File: src/rtl/proc_pkg.sv
// ============================================================================
// Module      : proc_pkg
// Description : Opcodes and controller state encoding shared by fetch,
//               execute and trace logic of the single-core processor.
// Revision    : 1.0 - initial release
// ============================================================================
`default_nettype none

package proc_pkg;

    localparam int OPCODE_W = 5;

    localparam logic [OPCODE_W-1:0] OP_HALT = 5'b10000;
    localparam logic [OPCODE_W-1:0] OP_JUMP = 5'b10001;

    // Encoding is fixed so execute/trace can decode a captured state value.
    typedef enum logic [1:0] {
        IDLE   = 2'd0,
        FETCH  = 2'd1,
        ISSUE  = 2'd2,
        HALTED = 2'd3
    } state_t;

endpackage

`default_nettype wire

File: src/rtl/fetch_sequencer.sv
// ============================================================================
// Module      : fetch_sequencer
// Description : Owns the PC, fetches from combinational program memory,
//               resolves HALT/JUMP locally and issues the rest on valid/ready.
// Revision    : 1.0 - initial release
// ============================================================================
`default_nettype none

module fetch_sequencer
    import proc_pkg::*;
#(
    parameter int ADDR_W  = 5,
    parameter int INSTR_W = 32,
    parameter int CNT_W   = 16
) (
    input  logic               clk,
    input  logic               rst_n,
    input  logic               start,
    output logic [ADDR_W-1:0]  pmem_addr,
    input  logic [INSTR_W-1:0] pmem_data,
    output logic               issue_valid,
    input  logic               issue_ready,
    output logic [INSTR_W-1:0] issue_instr,
    output logic [ADDR_W-1:0]  issue_pc,
    output logic               busy,
    output logic               halted,
    output logic [CNT_W-1:0]   issued_cnt
);

    state_t               state_q,    state_d;
    logic [ADDR_W-1:0]    pc_q,       pc_d;
    logic [INSTR_W-1:0]   ir_q,       ir_d;
    logic [ADDR_W-1:0]    issue_pc_q, issue_pc_d;
    logic [CNT_W-1:0]     cnt_q,      cnt_d;

    logic [OPCODE_W-1:0]  fetch_op;
    logic [ADDR_W-1:0]    pc_inc;
    logic [CNT_W-1:0]     cnt_inc;
    logic                 xfer;

    assign fetch_op = pmem_data[INSTR_W-1 -: OPCODE_W];
    // Natural modulo-2**ADDR_W wrap of the PC is intended.
    assign pc_inc   = pc_q + ADDR_W'(1);
    assign cnt_inc  = (&cnt_q) ? cnt_q : cnt_q + CNT_W'(1);
    assign xfer     = (state_q == ISSUE) && issue_ready;

    always_comb begin
        state_d    = state_q;
        pc_d       = pc_q;
        ir_d       = ir_q;
        issue_pc_d = issue_pc_q;
        cnt_d      = cnt_q;

        unique case (state_q)
            IDLE, HALTED: begin
                if (start) begin
                    pc_d    = '0;
                    cnt_d   = '0;
                    state_d = FETCH;
                end
            end

            FETCH: begin
                ir_d       = pmem_data;
                issue_pc_d = pc_q;
                if (fetch_op == OP_HALT) begin
                    state_d = HALTED;
                end else if (fetch_op == OP_JUMP) begin
                    pc_d = pmem_data[ADDR_W-1:0];
                end else begin
                    state_d = ISSUE;
                end
            end

            ISSUE: begin
                // IR and issue_pc are held until execute takes the word.
                if (xfer) begin
                    pc_d    = pc_inc;
                    cnt_d   = cnt_inc;
                    state_d = FETCH;
                end
            end

            default: state_d = IDLE;
        endcase
    end

    always_ff @(posedge clk or negedge rst_n) begin
        if (!rst_n) begin
            state_q    <= IDLE;
            pc_q       <= '0;
            ir_q       <= '0;
            issue_pc_q <= '0;
            cnt_q      <= '0;
        end else begin
            state_q    <= state_d;
            pc_q       <= pc_d;
            ir_q       <= ir_d;
            issue_pc_q <= issue_pc_d;
            cnt_q      <= cnt_d;
        end
    end

    assign pmem_addr   = pc_q;
    assign issue_instr = ir_q;
    assign issue_pc    = issue_pc_q;
    assign issued_cnt  = cnt_q;
    assign issue_valid = (state_q == ISSUE);
    assign busy        = (state_q == FETCH) || (state_q == ISSUE);
    assign halted      = (state_q == HALTED);

endmodule

`default_nettype wire
File: config.mk
export PLATFORM = sky130hd
export DESIGN_NAME = fetch_sequencer
export DESIGN_NICKNAME = d
export VERILOG_FILES = /design/src/rtl/proc_pkg.sv /design/src/rtl/fetch_sequencer.sv
export SDC_FILE = /design/constraint.sdc
export NUM_CORES = 1
export LEC_CHECK = 0
export CORE_MARGIN = 2
export CORE_UTILIZATION = 49
export DETAILED_ROUTE_END_ITERATION = 12
export GPL_ROUTABILITY_DRIVEN = 0
export MAX_ROUTING_LAYER = met4
export PLACE_DENSITY = 0.88
export SLEW_MARGIN = 20
export SYNTH_ARGS = -nofsm -noshare
export SYNTH_HDL_FRONTEND = slang
export SYNTH_SLANG_ARGS = --single-unit
File: constraint.sdc
create_clock -name clk -period 3.1 [get_ports clk]
set_input_delay 0.62 -clock clk [delete_from_list [all_inputs] [get_ports clk]]
set_output_delay 0.62 -clock clk [all_outputs]
set_load 0.1 [all_outputs]
# ---- Word level (Yosys, flattened, before mapping)
# Index checks and enable logic that the tools add are counted.
# Widths: inputs -> output; s select.
dict set report word_totals {
  wordCells 41
  in_bits 36
  output_inout_bits 61
  reg_bits 60
}
dict set report op_classes {
  n_eq_ne 11
  reduce_logical 9
  add_sub_neg 2
  mux 14
}
# cell count
set ops {}
lappend ops {{$mux 16} 3}
lappend ops {{$pmux 16 s2} 1}
lappend ops {{$mux 5} 4}
lappend ops {{$add 16x1->16 const B} 1}
lappend ops {{$reduce_and 16->1} 1}
lappend ops {{$pmux 5 s3} 1}
lappend ops {{$eq 5x5->1 const B} 2}
lappend ops {{$mux 2} 4}
lappend ops {{$ne 2x2->1 const B} 4}
lappend ops {{$reduce_and 4->1} 2}
lappend ops {{$pmux 2 s3} 1}
lappend ops {{$add 5x1->5 const B} 1}
lappend ops {{$eq 2x2->1 const B} 2}
lappend ops {{$ne 3x3->1 const B} 1}
lappend ops {{$reduce_and 3->1} 1}
lappend ops {{$eq 2x1->1 const B} 1}
lappend ops {{$logic_not 2->1} 1}
lappend ops {{$ne 2x1->1 const B} 1}
lappend ops {{$reduce_bool 2->1} 1}
lappend ops {{$reduce_or 2->1} 1}
lappend ops {{$logic_and 1x1->1} 1}
lappend ops {{$logic_or 1x1->1} 1}

# ---- Longest topological paths before layout
# Gate-level depths: netlist of the first run.
dict set report depth {
  word_depth 4
  ltp_mapped 8
  ltp_nobuf 6
}

# ---- Worst setup path after synthesis of the first run
# Ideal clock, no wire load.
dict set report synth_timing {
  kind {reg-to-reg}
  startpoint {register state_q[0]}
  endpoint {register cnt_q[13], in the netlist issued_cnt[13]}
  path_slack_ns 0.426
  path_stages_with_launch 9
  required_time_ns 2.976
  arrival_time_ns 2.550
  path_cell_list {dfrtp_1 -> inv_1 -> ha_1 -> clkbuf_1 -> nand2_1 -> or3_1 -> buf_6 -> o2111a_1 -> a211o_1}
}
dict set report synth_via {
  elab_chain_cells 4
  elab_cells_between_ends 11
  cone_classes {5 x eq/ne; 1 x mux; 5 x reduce/logical}
}
# item line_no
set synth_rtl {}
lappend synth_rtl {{start: declaration} fetch_sequencer.sv:30} ;# state_t state_q, state_d;
lappend synth_rtl {{start signal: assignment} fetch_sequencer.sv:96} ;# state_q <= state_d;
lappend synth_rtl {{$eq 2x2->1 *} n/a}
lappend synth_rtl {{via issue_valid} fetch_sequencer.sv:21} ;# output logic issue_valid,
lappend synth_rtl {{$logic_and 1x1->1} fetch_sequencer.sv:45} ;# assign xfer = (state_q == ISSUE) && issue_ready;
lappend synth_rtl {{$ne 2x1->1 (no line)} n/a}
lappend synth_rtl {{$reduce_and 4->1 (no line)} n/a}
lappend synth_rtl {{end signal: assignment} fetch_sequencer.sv:100} ;# cnt_q <= cnt_d;
lappend synth_rtl {{end: declaration} fetch_sequencer.sv:34} ;# logic [CNT_W-1:0] cnt_q, cnt_d;
# The timed path passes the listed nets; every way through them passes the cells marked *.
# A chain may end at the register's enable or synchronous reset.

# ---- Final worst setup path of the first run
dict set report layout_timing {
  startpoint {register state_q[0]}
  endpoint {output issue_valid}
}
dict set report layout_via {
  elab_chain_cells 1
}
# item line_no
set layout_rtl {}
lappend layout_rtl {{$eq 2x2->1} fetch_sequencer.sv:108} ;# assign issue_valid = (state_q == ISSUE);
lappend layout_rtl {{end: declaration} fetch_sequencer.sv:21}
# No other way between the ends.

==> results of run 1 <==
==> cells by family after synthesis <==
logic type,synth area share (%)
AO/OA/AOI/OAI,13.3
XOR/XNOR,0.624
adder cells (fa/ha/maj),2.23
buffers and inverters,2.99
flip-flops,53.5
multiplexers,15.1
AND/OR/NAND/NOR,12.3
==> area by class of cell <==
cell class | count | area (sq um) | share of cell area [%]
sequential | 60 | 1500 | 38.8
multi-input combinational | 163 | 1220 | 31.7
timing repair buffer | 99 | 828 | 21.4
clock buffer | 11 | 131 | 3.39
tap | 72 | 90.1 | 2.33
clock inverter | 5 | 52.6 | 1.36
inverter | 11 | 41.3 | 1.07
==> worst register-to-register path, stage by stage, from the launching register on <==
cell      delay [ps]
dfrtp_1          410
inv_1             70
ha_1             570
nand2_1          140
or3_1            490
o2111a_1         290
a211o_1          250
==> flip-flops by register name, indices dropped and copies added, names as in the netlist <==
signal	count
issued_cnt	16
issue_instr	32
state_q	2
pmem_addr	5
issue_pc	5
==> per-layer routing <==
metal | wire (microns) | vias up
met2 | 3440 | 94
li1 | - | 1109
met1 | 2780 | 1191
met3 | 386 | 11
met4 | 86 | 0
met5 | 0 | -
==> path summary, 6_finish.rpt <==
path | slack [ps] | startpoint | end | depth (start not counted)
setup / recovery | 690 | state_q[0] | issue_valid | 3
hold / removal | 300 | rst_n | issued_cnt[10] | 1
setup reg to reg | 770 | state_q[0] | issued_cnt[13] | 6
hold reg to reg | 510 | issued_cnt[14] | issued_cnt[14] | 1
max in group asynchronous | 2230 | rst_n | issue_instr[6] | 2
min in group clk | 510 | issued_cnt[14] | issued_cnt[14] | 1
==> layout by cell type (no fill, tap or decap), drive strengths merged, types with 6 or more instances in the layout <==
master         instances
inv                   11
a22o                   6
a21oi                 10
nor2                   6
buf                   65
nand3                 13
nor3                   9
dfrtp                 60
a31oi                  8
mux2                  35
o21ai                 14
nand2                 11
clkdlybuf4s50         34
clkbuf                11
==> metrics by stage <==
step           hold slack, ps  area, sq um  setup slack, ps
6_report                  298         3870              691
5_1_grt                   335         3870              526
3_3_place_gp              489         3680              567
2_1_floorplan             324         2810              426
4_1_cts                   509         3870              701
3_5_place_dp              498         3680              404
==> results.sh, run 1 <==
export IMPL_post_dp_hpwl_microns=4780
export IMPL_yosys_top_cells_area="dfrtp_1, mux2_2, nand3_1"
export IMPL_start_util_pct=51.0
export IMPL_clk_pin_slew_ps=70
export IMPL_synth_most_common_cell="dfrtp_1"
export IMPL_synth_fp_nets=284
export IMPL_syn_to_final_growth_pct=37.8
export IMPL_maxCapViolations=0
export IMPL_final_cells=421
export IMPL_antenna_left=0
export IMPL_final_nets=385
export IMPL_rsz0062_at_grt="false"
export IMPL_grt_max_degree=49
export IMPL_fillCellCount=431
export IMPL_async_flop_share_pct=100
export IMPL_dieArea_sq_um=6350
export IMPL_timing_fmax_mhz=415
export IMPL_critPathLaunchType="flop"
export IMPL_cts_tree="built"
export IMPL_hold_viol=0
export IMPL_grt_usage_pct=22.9
export IMPL_crit_slowest_cell="ha_1"
export IMPL_grt_met1_usage_pct=28.6
export IMPL_setup_viol=0
export IMPL_yosys_warnings=0
export IMPL_maxSlewHeadroom_pct=56.1
export IMPL_via_per_inst=5.71
export IMPL_synthTopCellsByCount="dfrtp_1, mux2_2, nand3_1, o21ai_0"
export IMPL_cts_max_path_buffers=2
export IMPL_wirelength_microns=6700
export IMPL_fin_skew_ps=6.45
export IMPL_drive_gt1_share_pct=33.8
export IMPL_tns_ps=0
export IMPL_die_x_microns=79.7
export IMPL_synth_seq_cells=60
export IMPL_synth_seq_area_share_pct=53.5
export IMPL_synth_edf_count=0
export IMPL_cts_setup_buffers=0
export IMPL_max_stage_delay_ps=570
export IMPL_period_share_pct=77.7
export IMPL_synth_top_area_cell="dfrtp_1"
export IMPL_grt_pass1_vias=2395
export IMPL_hold_buffers=0
export IMPL_grt_met2_usage_pct=37.0
export IMPL_busiest_layer="met2"
export IMPL_grt_antenna_before_repair=0
export IMPL_drc=0
export IMPL_firstDrtPassIters=4
export IMPL_synth_area_sq_um=2810
export IMPL_cts_buffers=9
export IMPL_met3_usage_pct=4.52
export IMPL_io_buffers=96
export IMPL_drt_iter0_drc=226
export IMPL_synth_main_ff_cell="dfrtp_1"
export IMPL_netlist_instances=243
export IMPL_clk_latency_ps=330
export IMPL_cts_sinks=60
export IMPL_cp_arrival_ps=1790
export IMPL_avgSynthCellArea_sq_um=11.6
export IMPL_grt_pass1_wl_microns=11000
export IMPL_crit_required_ps=2480
export IMPL_worstHoldPathType="in -> async"
export IMPL_num_rows=27
export IMPL_dp_cells=405
export IMPL_h_tree_depth=3
export IMPL_antenna_cells=0
export IMPL_worstPathCellList="inv_1 -> ha_1 -> buf_4"
export IMPL_vias=2405
export IMPL_die_h_microns=79.7
export IMPL_crit_fanout=18
export IMPL_cts_repair_resize_count=0
export IMPL_outcome="finished, final reports clean"
export IMPL_tightestPinTransition_ps=649
export IMPL_min_period_ps=2410
export IMPL_drv_slew=0
export IMPL_worstSetupPathType="reg -> out"
export IMPL_grt_overflow_total=0
export IMPL_cp_top_family="adder cells"
export IMPL_fin_util_pct=70.3
export IMPL_io_pins=97
export IMPL_avgRoutedWirePerCell_microns=15.9
export IMPL_coreArea_sq_um=5510
export IMPL_synth_top_area_share_pct=53.5
export IMPL_crit_path_end_kind="output port"
export IMPL_critPathBufInv=2
export IMPL_netlist_cell_type_count=47
export IMPL_root_buffer="clkbuf_8"
Power of run 1 is left out: the tool's default activity adds up to more than one toggle a clock period on the data nets, which glitch-free logic cannot reach.
==> run 2: changes to the inputs <==
--- a/config.mk
+++ b/config.mk
@@ -6,11 +6,11 @@
 export NUM_CORES = 1
 export LEC_CHECK = 0
 export CORE_MARGIN = 2
-export CORE_UTILIZATION = 49
+export CORE_UTILIZATION = 45
 export DETAILED_ROUTE_END_ITERATION = 12
 export GPL_ROUTABILITY_DRIVEN = 0
 export MAX_ROUTING_LAYER = met4
-export PLACE_DENSITY = 0.88
+export PLACE_DENSITY = 0.82
 export SLEW_MARGIN = 20
 export SYNTH_ARGS = -nofsm -noshare
 export SYNTH_HDL_FRONTEND = slang
==> constraint.sdc (replaced) <==
create_clock -name clk -period 2.5 [get_ports clk]
set_input_delay 0.5 -clock clk [delete_from_list [all_inputs] [get_ports clk]]
set_output_delay 0.5 -clock clk [all_outputs]
set_load 0.1 [all_outputs]
==> run 2 against run 1 <==
  * Final area up 0.94%
  * Worst hold slack worse by 120 ps
  * Sequential share of layout area shrank 0.36 points
  * Register-to-register slack got worse by 470 ps
  * First-iteration DRC count decreased by 49%
  * Critical path type is now reg -> reg
  * Via count is 1.3% lower
  * Non-clock buffer count up 3
  * Clock-buffer cell count did not move
  * Routed wire length up 1.1%
==> results.sh, run 2 (same netlist as run 1, synthesis figures left out) <==
export IMPL_rsz0062_at_grt="false"
export IMPL_grt_pass1_vias=2346
export IMPL_root_buffer="clkbuf_8"
export IMPL_drive_gt1_share_pct=34.6
export IMPL_maxSlewHeadroom_pct=58.3
export IMPL_crit_fanout=18
export IMPL_coreArea_sq_um=5990
export IMPL_die_x_microns=83.0
export IMPL_via_per_inst=5.58
export IMPL_drc=0
export IMPL_setup_viol=0
export IMPL_maxCapViolations=0
export IMPL_r2r_end="issued_cnt[9]"
export IMPL_clk_latency_ps=330
export IMPL_final_nets=388
export IMPL_grt_overflow_total=0
export IMPL_clk_pin_slew_ps=70
export IMPL_worstSetupPathType="reg -> reg"
export IMPL_wirelength_microns=6770
export IMPL_worstHoldPathType="in -> async"
export IMPL_cp_arrival_ps=2470
export IMPL_hold_buffers=0
export IMPL_reg2reg_depth=6
export IMPL_post_dp_hpwl_microns=4990
export IMPL_die_h_microns=83.0
export IMPL_layout_cells_most_common="buf_4"
export IMPL_mostFrequentLayoutCells="buf_4, dfrtp_1, mux2_2"
export IMPL_cts_setup_buffers=0
export IMPL_reg2reg_from="state_q[0]"
export IMPL_crit_required_ps=2770
export IMPL_grt_max_degree=35
export IMPL_min_period_ps=2200
export IMPL_largest_reg_flops=32
export IMPL_cts_repair_resize_count=0
export IMPL_critPathLaunchType="flop"
export IMPL_fillCellCount=480
export IMPL_outcome="finished, final reports clean"
export IMPL_hold_viol=0
export IMPL_syn_to_final_growth_pct=39.1
export IMPL_cts_buffers=9
export IMPL_cts_tree="built"
export IMPL_regToRegSetupSlack_ps=300
export IMPL_io_buffers=96
export IMPL_cts_max_path_buffers=2
export IMPL_tns_ps=0
export IMPL_fin_skew_ps=7.43
export IMPL_avgRoutedWirePerCell_microns=15.9
export IMPL_num_rows=28
export IMPL_grt_antenna_before_repair=0
export IMPL_drt_iter0_drc=115
export IMPL_vias=2373
export IMPL_crit_path_end_kind="flop"
export IMPL_h_tree_depth=3
export IMPL_antenna_left=0
export IMPL_start_util_pct=46.9
export IMPL_period_share_pct=88.0
export IMPL_tightestPinTransition_ps=625
export IMPL_io_pins=97
export IMPL_grt_pass1_wl_microns=11400
export IMPL_antenna_cells=0
export IMPL_timing_fmax_mhz=455
export IMPL_drv_slew=0
export IMPL_cts_sinks=60
export IMPL_dieArea_sq_um=6890
export IMPL_firstDrtPassIters=5
export IMPL_grt_usage_pct=21.2
==> run 2: changes by cell type in the layout (fill, tap and decap cells not counted), sizes merged <==
cell,change
clkinvlp,-1
bufinv,-1
buf,+3
==> run 2: worst max path at each step <==
stage	startpoint	to	slack [ps]	cells past startpoint
after floorplan	issued_cnt[0]	issued_cnt[14]	100	6
after global placement	pmem_data[28]	pmem_addr[3]	180	6
after detailed placement	pmem_data[28]	pmem_addr[3]	140	6
after CTS	state_q[0]	issued_cnt[9]	330	6
after global routing	state_q[0]	issued_cnt[9]	170	6
final	state_q[0]	issued_cnt[9]	300	6
==> run 2: cell type report <==
type,instances,area (sq um),area share [%]
Clock inverter,3,15.0,0.384
Tap cell,75,93.8,2.40
Timing Repair Buffer,102,886,22.7
Sequential cell,60,1500,38.4
Clock buffer,11,141,3.62
Inverter,11,41.3,1.06
Multi-Input combinational cell,163,1230,31.4
==> run 2: per-layer routing <==
metal / global-route usage (%) / vias to the layer above / share of wire, %
li1: - / 1109 / -
met1: 26.9 / 1151 / 42
met2: 32.7 / 101 / 49
met3: 6.66 / 12 / 7.5
met4: 6.26 / 0 / 1.2
met5: - / - / 0
==> run 2: stage by stage <==
stage | utilization [%] | setup WS [ps] | hold WS [ps] | std cells | instance area (sq um)
2_1_floorplan | - | 102 | 204 | 243 | 2810
3_3_place_gp | 62.6 | 178 | 490 | 411 | 3750
3_5_place_dp | 62.6 | 143 | 497 | 411 | 3750
4_1_cts | 65.2 | 327 | 200 | 425 | 3910
5_1_grt | 65.2 | 170 | 221 | 425 | 3910
6_report | 65.2 | 300 | 181 | 425 | 3910
==> run 2: critical path, cell delays in order, from the launching register on <==
cell,delay [ps]
dfrtp_1,410
inv_1,70
ha_2,420
nand2_1,110
or3_1,480
o21ai_1,420
a221o_1,220
Power of run 2 is left out for the same reason.
